### src/rtl/counter_pkg.sv
// rtl/counter_pkg.sv - shared constants and helpers for the modulo-N counter
// Purpose : direction encodings, clog2 sizing helper and parameter legality
//           predicates shared by counter_mod and counter_prescaler.
// Ports   : none (package).
package counter_pkg;

   localparam logic DIR_UP = 1'b1;
   localparam logic DIR_DN = 1'b0;

   // Ceiling log2; returns 0 for values <= 1.
   function automatic int clog2(input int value);
      int result;
      int v;
      result = 0;
      v      = value - 1;
      while (v > 0) begin
         result = result + 1;
         v      = v >> 1;
      end
      return result;
   endfunction

   function automatic bit modulus_ok(input int width, input int modulus);
      return (modulus >= 2) && (longint'(modulus) <= (longint'(1) << width));
   endfunction

   function automatic bit prescale_ok(input int prescale);
      return prescale >= 1;
   endfunction

endpackage

### src/rtl/counter_prescaler.sv
// rtl/counter_prescaler.sv - enable-gated prescaler producing the count tick
// Purpose : divides enabled clock cycles by PRESCALE; tick marks the last
//           enabled cycle of each group and the register wraps on it.
// Ports   : clk  - clock, rising edge
//           rst  - asynchronous active-low reset
//           en   - count enable; prescaler holds while low
//           clr  - synchronous restart (driven by clr | load of the counter)
//           tick - combinational step strobe
module counter_prescaler
   import counter_pkg::*;
#(
   parameter int PRESCALE = 1
) (
   input  logic clk,
   input  logic rst,
   input  logic en,
   input  logic clr,
   output logic tick
);

   // At least one bit so PRESCALE=1 still has a (constant-zero) register,
   // which makes tick reduce to en without a separate code path.
   localparam int            PW   = (clog2(PRESCALE) < 1) ? 1 : clog2(PRESCALE);
   localparam logic [PW-1:0] LAST = PW'(PRESCALE - 1);

   logic [PW-1:0] pre_q;

   assign tick = en && (pre_q == LAST);

   always_ff @(posedge clk or negedge rst) begin
      if (!rst) begin
         pre_q <= '0;
      end else if (clr || tick) begin
         pre_q <= '0;
      end else if (en) begin
         pre_q <= pre_q + PW'(1);
      end
   end

endmodule

### src/rtl/counter_mod.sv
// rtl/counter_mod.sv - modulo-N up/down counter with prescaler, load and carry
// Purpose : counts 0..MODULUS-1 in either direction at a prescaled rate;
//           tc is the cascade carry asserted on the wrapping step.
// Build   : define COUNTER_SAT_EN for saturating mode (hold at terminal,
//           tc never asserted, sticky ovf); otherwise wrapping, ovf = 0.
// Ports   : clk        - clock, rising edge
//           rst        - asynchronous active-low reset
//           en         - count enable, also gates the prescaler
//           clr        - synchronous clear (highest priority)
//           load       - synchronous parallel load of load_value (clamped)
//           load_value - value to load
//           up_dn      - direction, 1 = up, 0 = down
//           cnt_value  - registered count
//           tc         - combinational terminal-count carry
//           ovf        - registered sticky saturation flag
module counter_mod
   import counter_pkg::*;
#(
   parameter int WIDTH    = 4,
   parameter int MODULUS  = 10,
   parameter int PRESCALE = 1
) (
   input  logic             clk,
   input  logic             rst,
   input  logic             en,
   input  logic             clr,
   input  logic             load,
   input  logic [WIDTH-1:0] load_value,
   input  logic             up_dn,
   output logic [WIDTH-1:0] cnt_value,
   output logic             tc,
   output logic             ovf
);

   if (!modulus_ok(WIDTH, MODULUS)) begin : g_bad_modulus
      $error("counter_mod: MODULUS must lie in 2..2**WIDTH");
   end
   if (!prescale_ok(PRESCALE)) begin : g_bad_prescale
      $error("counter_mod: PRESCALE must be at least 1");
   end

   localparam int               XW    = WIDTH + 1;
   localparam logic [XW-1:0]    MOD_X = XW'(MODULUS);
   localparam logic [WIDTH-1:0] TOP_W = WIDTH'(MODULUS - 1);

   logic             tick;
   logic [XW-1:0]    inc_x;
   logic [XW-1:0]    dec_x;
   logic             wrap_up;
   logic             wrap_dn;
   logic             at_term;
   logic [WIDTH-1:0] load_clamped;
   logic [WIDTH-1:0] step_w;

   counter_prescaler #(
      .PRESCALE (PRESCALE)
   ) u_prescaler (
      .clk  (clk),
      .rst  (rst),
      .en   (en),
      .clr  (clr | load),
      .tick (tick)
   );

   // The extra bit lets the up-wrap be seen as inc == MODULUS (safe even when
   // MODULUS == 2**WIDTH) and the down-wrap as the borrow out of zero.
   always_comb begin
      inc_x        = {1'b0, cnt_value} + XW'(1);
      dec_x        = {1'b0, cnt_value} - XW'(1);
      wrap_up      = (inc_x == MOD_X);
      wrap_dn      = dec_x[WIDTH];
      at_term      = (up_dn == DIR_UP) ? wrap_up : wrap_dn;
      load_clamped = ({1'b0, load_value} >= MOD_X) ? TOP_W : load_value;
      if (up_dn == DIR_UP) begin
         step_w = inc_x[WIDTH-1:0];
      end else begin
         step_w = dec_x[WIDTH-1:0];
      end
      if (at_term) begin
`ifdef COUNTER_SAT_EN
         step_w = cnt_value;
`else
         step_w = (up_dn == DIR_UP) ? '0 : TOP_W;
`endif
      end
   end

   always_ff @(posedge clk or negedge rst) begin
      if (!rst) begin
         cnt_value <= '0;
      end else if (clr) begin
         cnt_value <= '0;
      end else if (load) begin
         cnt_value <= load_clamped;
      end else if (tick) begin
         cnt_value <= step_w;
      end
   end

`ifdef COUNTER_SAT_EN
   assign tc = 1'b0;

   always_ff @(posedge clk or negedge rst) begin
      if (!rst) begin
         ovf <= 1'b0;
      end else if (clr || load) begin
         ovf <= 1'b0;
      end else if (tick && at_term) begin
         ovf <= 1'b1;
      end
   end
`else
   // rst term keeps tc low during reset even when en would tick at count 0
   // in the down direction.
   assign tc  = rst && tick && at_term && !clr && !load;
   assign ovf = 1'b0;
`endif

endmodule
### config.mk
export PLATFORM = sky130hd
export DESIGN_NAME = counter_mod
export DESIGN_NICKNAME = d
export VERILOG_FILES = /design/src/rtl/counter_pkg.sv /design/src/rtl/counter_prescaler.sv /design/src/rtl/counter_mod.sv
export SDC_FILE = /design/constraint.sdc
export NUM_CORES = 1
export LEC_CHECK = 0
export ABC_AREA = 1
export CORE_AREA = 2 2 39 41
export CTS_CLUSTER_DIAMETER = 50
export DETAILED_ROUTE_END_ITERATION = 10
export DIE_AREA = 0 0 41 43
export GPL_TIMING_DRIVEN = 0
export HOLD_SLACK_MARGIN = 0.02
export MAX_ROUTING_LAYER = met4
export PLACE_DENSITY_LB_ADDON = 0.12
export SYNTH_ARGS = -nofsm -noshare
export SYNTH_HDL_FRONTEND = slang
export SYNTH_SLANG_ARGS = --single-unit
### constraint.sdc
create_clock -name clk -period 1.3 [get_ports clk]
set_clock_uncertainty 0.1 [all_clocks]
set_input_delay 0.26 -clock clk [delete_from_list [all_inputs] [get_ports clk]]
set_output_delay 0.26 -clock clk [all_outputs]
set_load 0.01 [all_outputs]
==> summary.txt <==
Logic synthesis
  • Cell Area, Synth: around 500 µm²
  • Synth cell types: 18
  • EDFF count, synth: 0
  • Sequential area share after synthesis: roughly 25%
  • Post-synth net total: 97
  • Top cell type by total area after synthesis: dfrtp_1
  • Top post-synthesis cells by area: dfrtp_1, nand2_1, nand3_1
  • Synth warn: 0
  • Syn Inst Count: 84
  • Synth top cells by count: nand2_1, inv_1, nand3_1
  • Avg Cell Area, Syn: 5.94 µm²
  • Count leader, synth: nand2_1
  • Post-synth top area share: between 20% and 30%
  • Commonest register cell after synthesis: dfrtp_1
  • Async S/R FF share, synth: between 90% and 100%
  • #FFs+latches synth: 5

Global route
  • First-pass GRT wire length: approximately 2400 µm
  • Gr ovfl total: 0
  • Vias in the first global route: 604
  • Initial antenna violation count: 0
  • GRT Overall Usage: 21.5%
  • Largest net degree at the start of global routing: 7

Clock tree
  • Number of buffers created by CTS: 3
  • H-tree level count: 1
  • Clk slew on worst S/H paths: ~0.050 ns
  • Cts hold-fix bufs: 0
  • Skew-Pair Late Insertion Delay: approximately 0.24 ns
  • CTS sink count: 5
  • CTS tree: done
  • Clock Tree Root: clkbuf_4
  • Max Buffers Root-to-Sink: 2

Timing
  • RSZ-0062 raised after global routing: yes
  • Final critical-path required period: roughly 1.8 ns
  • Final setup viols: 8
  • Final worst setup slack: -0.530 ns
  • Fmax: 0.546 GHz
  • Period utilisation layout: 141%
  • Setup TNS: -2.31 ns
  • Slew Viols, Final: 0
  • Fin. Hold Viols: 0

Final layout
  • Fraction of layout cells with a size suffix above 1: 39.3%
  • Layout Cells excl Fill: 133
  • Filler cell count: around 140
  • Fin nets: between 100 and 150
  • Area grow syn2layout: 71.9%
  • Util after Layout: 62.0%
  • ANT cells: 0

Routing
  • Post-DR wirelength/cell: around 12 µm
  • DRC: 0
  • DRT Wirelength: around 1600 µm
  • Via count: around 640
  • Drt first pass iters: 4
  • DRT iter0 DRCs: 7
  • Routed Antenna Nets: 0
  • Vias/cell: 4.80

Power and ir drop
  • P_sw: 252 µW
  • Power share of the clock group: 26.0%
  • Tot Pwr: between 700 and 800 µW
  • Maximum vdd drop: 0.519 mV
  • Comb power frac: 47.3%
  • Cell Pwr Density: around 830 mW/mm²
  • Net Sw Frac: 35.3%
  • Sequential power share: a little over a quarter
  • Power Internal: around 460 µW
  • Static leakage: ~0.00046 µW

Floorplanning
  • Starting Density: between 30% and 40%
  • Die Wd: approximately 40 µm
  • Die H: around 43 µm
  • Top-level I/O count: 16
  • Die Outline Area: 0.00176 mm²
  • Core ar.: 0.00138 mm²
  • Rows: 14

Placement
  • Post-DP HPWL: around 970 µm
  • Dpl cells: 114
  • RD Place Congestion: 0.785
  • Port buffer count: 14

Setup path
  • Critical-path top delay cell: dfrtp_2
  • Critical-path cell list: ha_4 > inv_2 > nand2_1 > nand2_1 > nand2_2 > nor2_2 > nand2_2 > a21oi_2 > buf_2
  • CP Launch Type: flip-flop
  • Worst Setup Path Type: reg2out
  • Crit Path Max Fanout: 4
  • CP peak stage delay: around 0.44 ns
  • CP required: around 0.94 ns
  • Worst setup EP type: output port
  • Worst EP arrival: ~1.5 ns

Outcome
  • Failing checks: setup timing
  • Outcome: finished, violations left

Min path
  • Hold Path Class: in2async

Flow run
  • Max-Cap Viols: 0
[layer usage]
metal  up-vias  track usage (%)  wire length [µm]
met3         2             2.09                42
met1       289             23.7               594
met5         -                -                 0
li1        332                -                 -
met4         0             12.7                25
met2        15             35.0               893
[final timing paths]
| check | start | to | slack [ns] | cells after the start |
|---|---|---|---|---|
| min in group clk | u_prescaler.pre_q$_DFFE_PN0P_ | u_prescaler.pre_q$_DFFE_PN0P_ | 0.44 | 2 |
| max reg2reg | cnt_value[1]$_DFFE_PN0P_ | cnt_value[2]$_DFFE_PN0P_ | -0.47 | 15 |
| min reg2reg | u_prescaler.pre_q$_DFFE_PN0P_ | u_prescaler.pre_q$_DFFE_PN0P_ | 0.44 | 2 |
| max | cnt_value[1]$_DFFE_PN0P_ | tc | -0.53 | 9 |
| min | rst | cnt_value[3]$_DFFE_PN0P_ | 0.15 | 1 |
| max in group asynchronous | rst | cnt_value[2]$_DFFE_PN0P_ | 0.71 | 1 |
[state kept, by name (all words and copies together), names as in the netlist]
register	flops
cnt_value	4
u_prescaler.pre_q	1
[through the flow]
| stage | hold slack [ns] | setup WS (ns) | instance area (µm²) |
|---|---|---|---|
| global placement | 0.408 | -0.855 | 668 |
| detailed placement | 0.415 | -0.864 | 668 |
| global route | 0.171 | -0.633 | 858 |
| finish | 0.152 | -0.530 | 858 |
| CTS | 0.149 | -0.558 | 822 |
| floorplan | -0.136 | -0.227 | 508 |
[cells by family after synthesis]
kind of cell / Yosys count / share of synthesized area, %
DFF: 5 / 25.1
AOI/OAI and AO/OA: 9 / 9.78
adders and majority gates: 3 / 7.52
other: 1 / 0.751
buffers and inverters: 15 / 12.0
and+or+nand+nor: 51 / 44.9
[final cells by class]
cell class / count / area, µm² / share of cell area [%]
inverter: 14 / 52.6 / 6.12
clock buffer: 4 / 26.3 / 3.06
timing repair buffer: 29 / 263 / 30.6
buffer: 1 / 7.51 / 0.875
sequential: 5 / 129 / 15.0
multi-input combinational: 64 / 360 / 42.0
tap: 16 / 20.0 / 2.33
[power groups by stage]
| stage | registers, µW | logic, µW | clock network, µW |
|---|---|---|---|
| after global placement | 196 | 217 | 0 |
| after detailed placement | 197 | 221 | 0 |
| after floorplan | 197 | 130 | 0 |
| after CTS | 188 | 298 | 192 |
| after global routing | 191 | 373 | 196 |
| final | 190 | 337 | 185 |
[timing repair]
action / 4_1_cts / 5_1_grt
endpoints found under the setup margin: 9 / 9
resized for setup: 33 / 10
pin swaps: 7 / 3
buffers inserted: 15 / 3
[worst max-delay path: cells and delay by family (launching register included)]
| family | cells | cell delay [ns] |
|---|---|---|
| fa+ha+maj | 1 | 0.17 |
| compound gates | 1 | 0.11 |
| buf+inv | 2 | 0.18 |
| simple gates | 5 | 0.32 |
| flops | 1 | 0.44 |
[cell usage in the layout, fill, tap and decap left out]
| master | synthesis | routed |
|---|---|---|
| conb_1 | 1 | 1 |
| dfrtp_1 | 5 | 2 |
| a21oi_1 | 4 | 3 |
| nand2_1 | 31 | 28 |
| clkdlybuf4s50_1 | 0 | 9 |
| a21oi_2 | 1 | 2 |
| inv_1 | 12 | 9 |
| nand2_2 | 2 | 4 |
| o21ai_1 | 2 | 3 |
| or2_4 | 1 | 1 |
| nand3_2 | 0 | 3 |
| nand3_1 | 9 | 6 |
| nor2_2 | 1 | 1 |
| clkbuf_1 | 0 | 1 |
| nor3_1 | 1 | 1 |
| clkbuf_4 | 0 | 3 |
| o21ai_0 | 2 | 1 |
| nand4_1 | 3 | 3 |
| buf_2 | 0 | 3 |
| dfrtp_2 | 0 | 3 |
| buf_4 | 1 | 10 |
| ha_4 | 0 | 1 |
| nand2_4 | 0 | 1 |
| inv_2 | 2 | 5 |
| ha_1 | 3 | 1 |
| ha_2 | 0 | 1 |
| buf_6 | 0 | 8 |
| nor2_1 | 3 | 3 |
(Power assumes the default switching activity.)
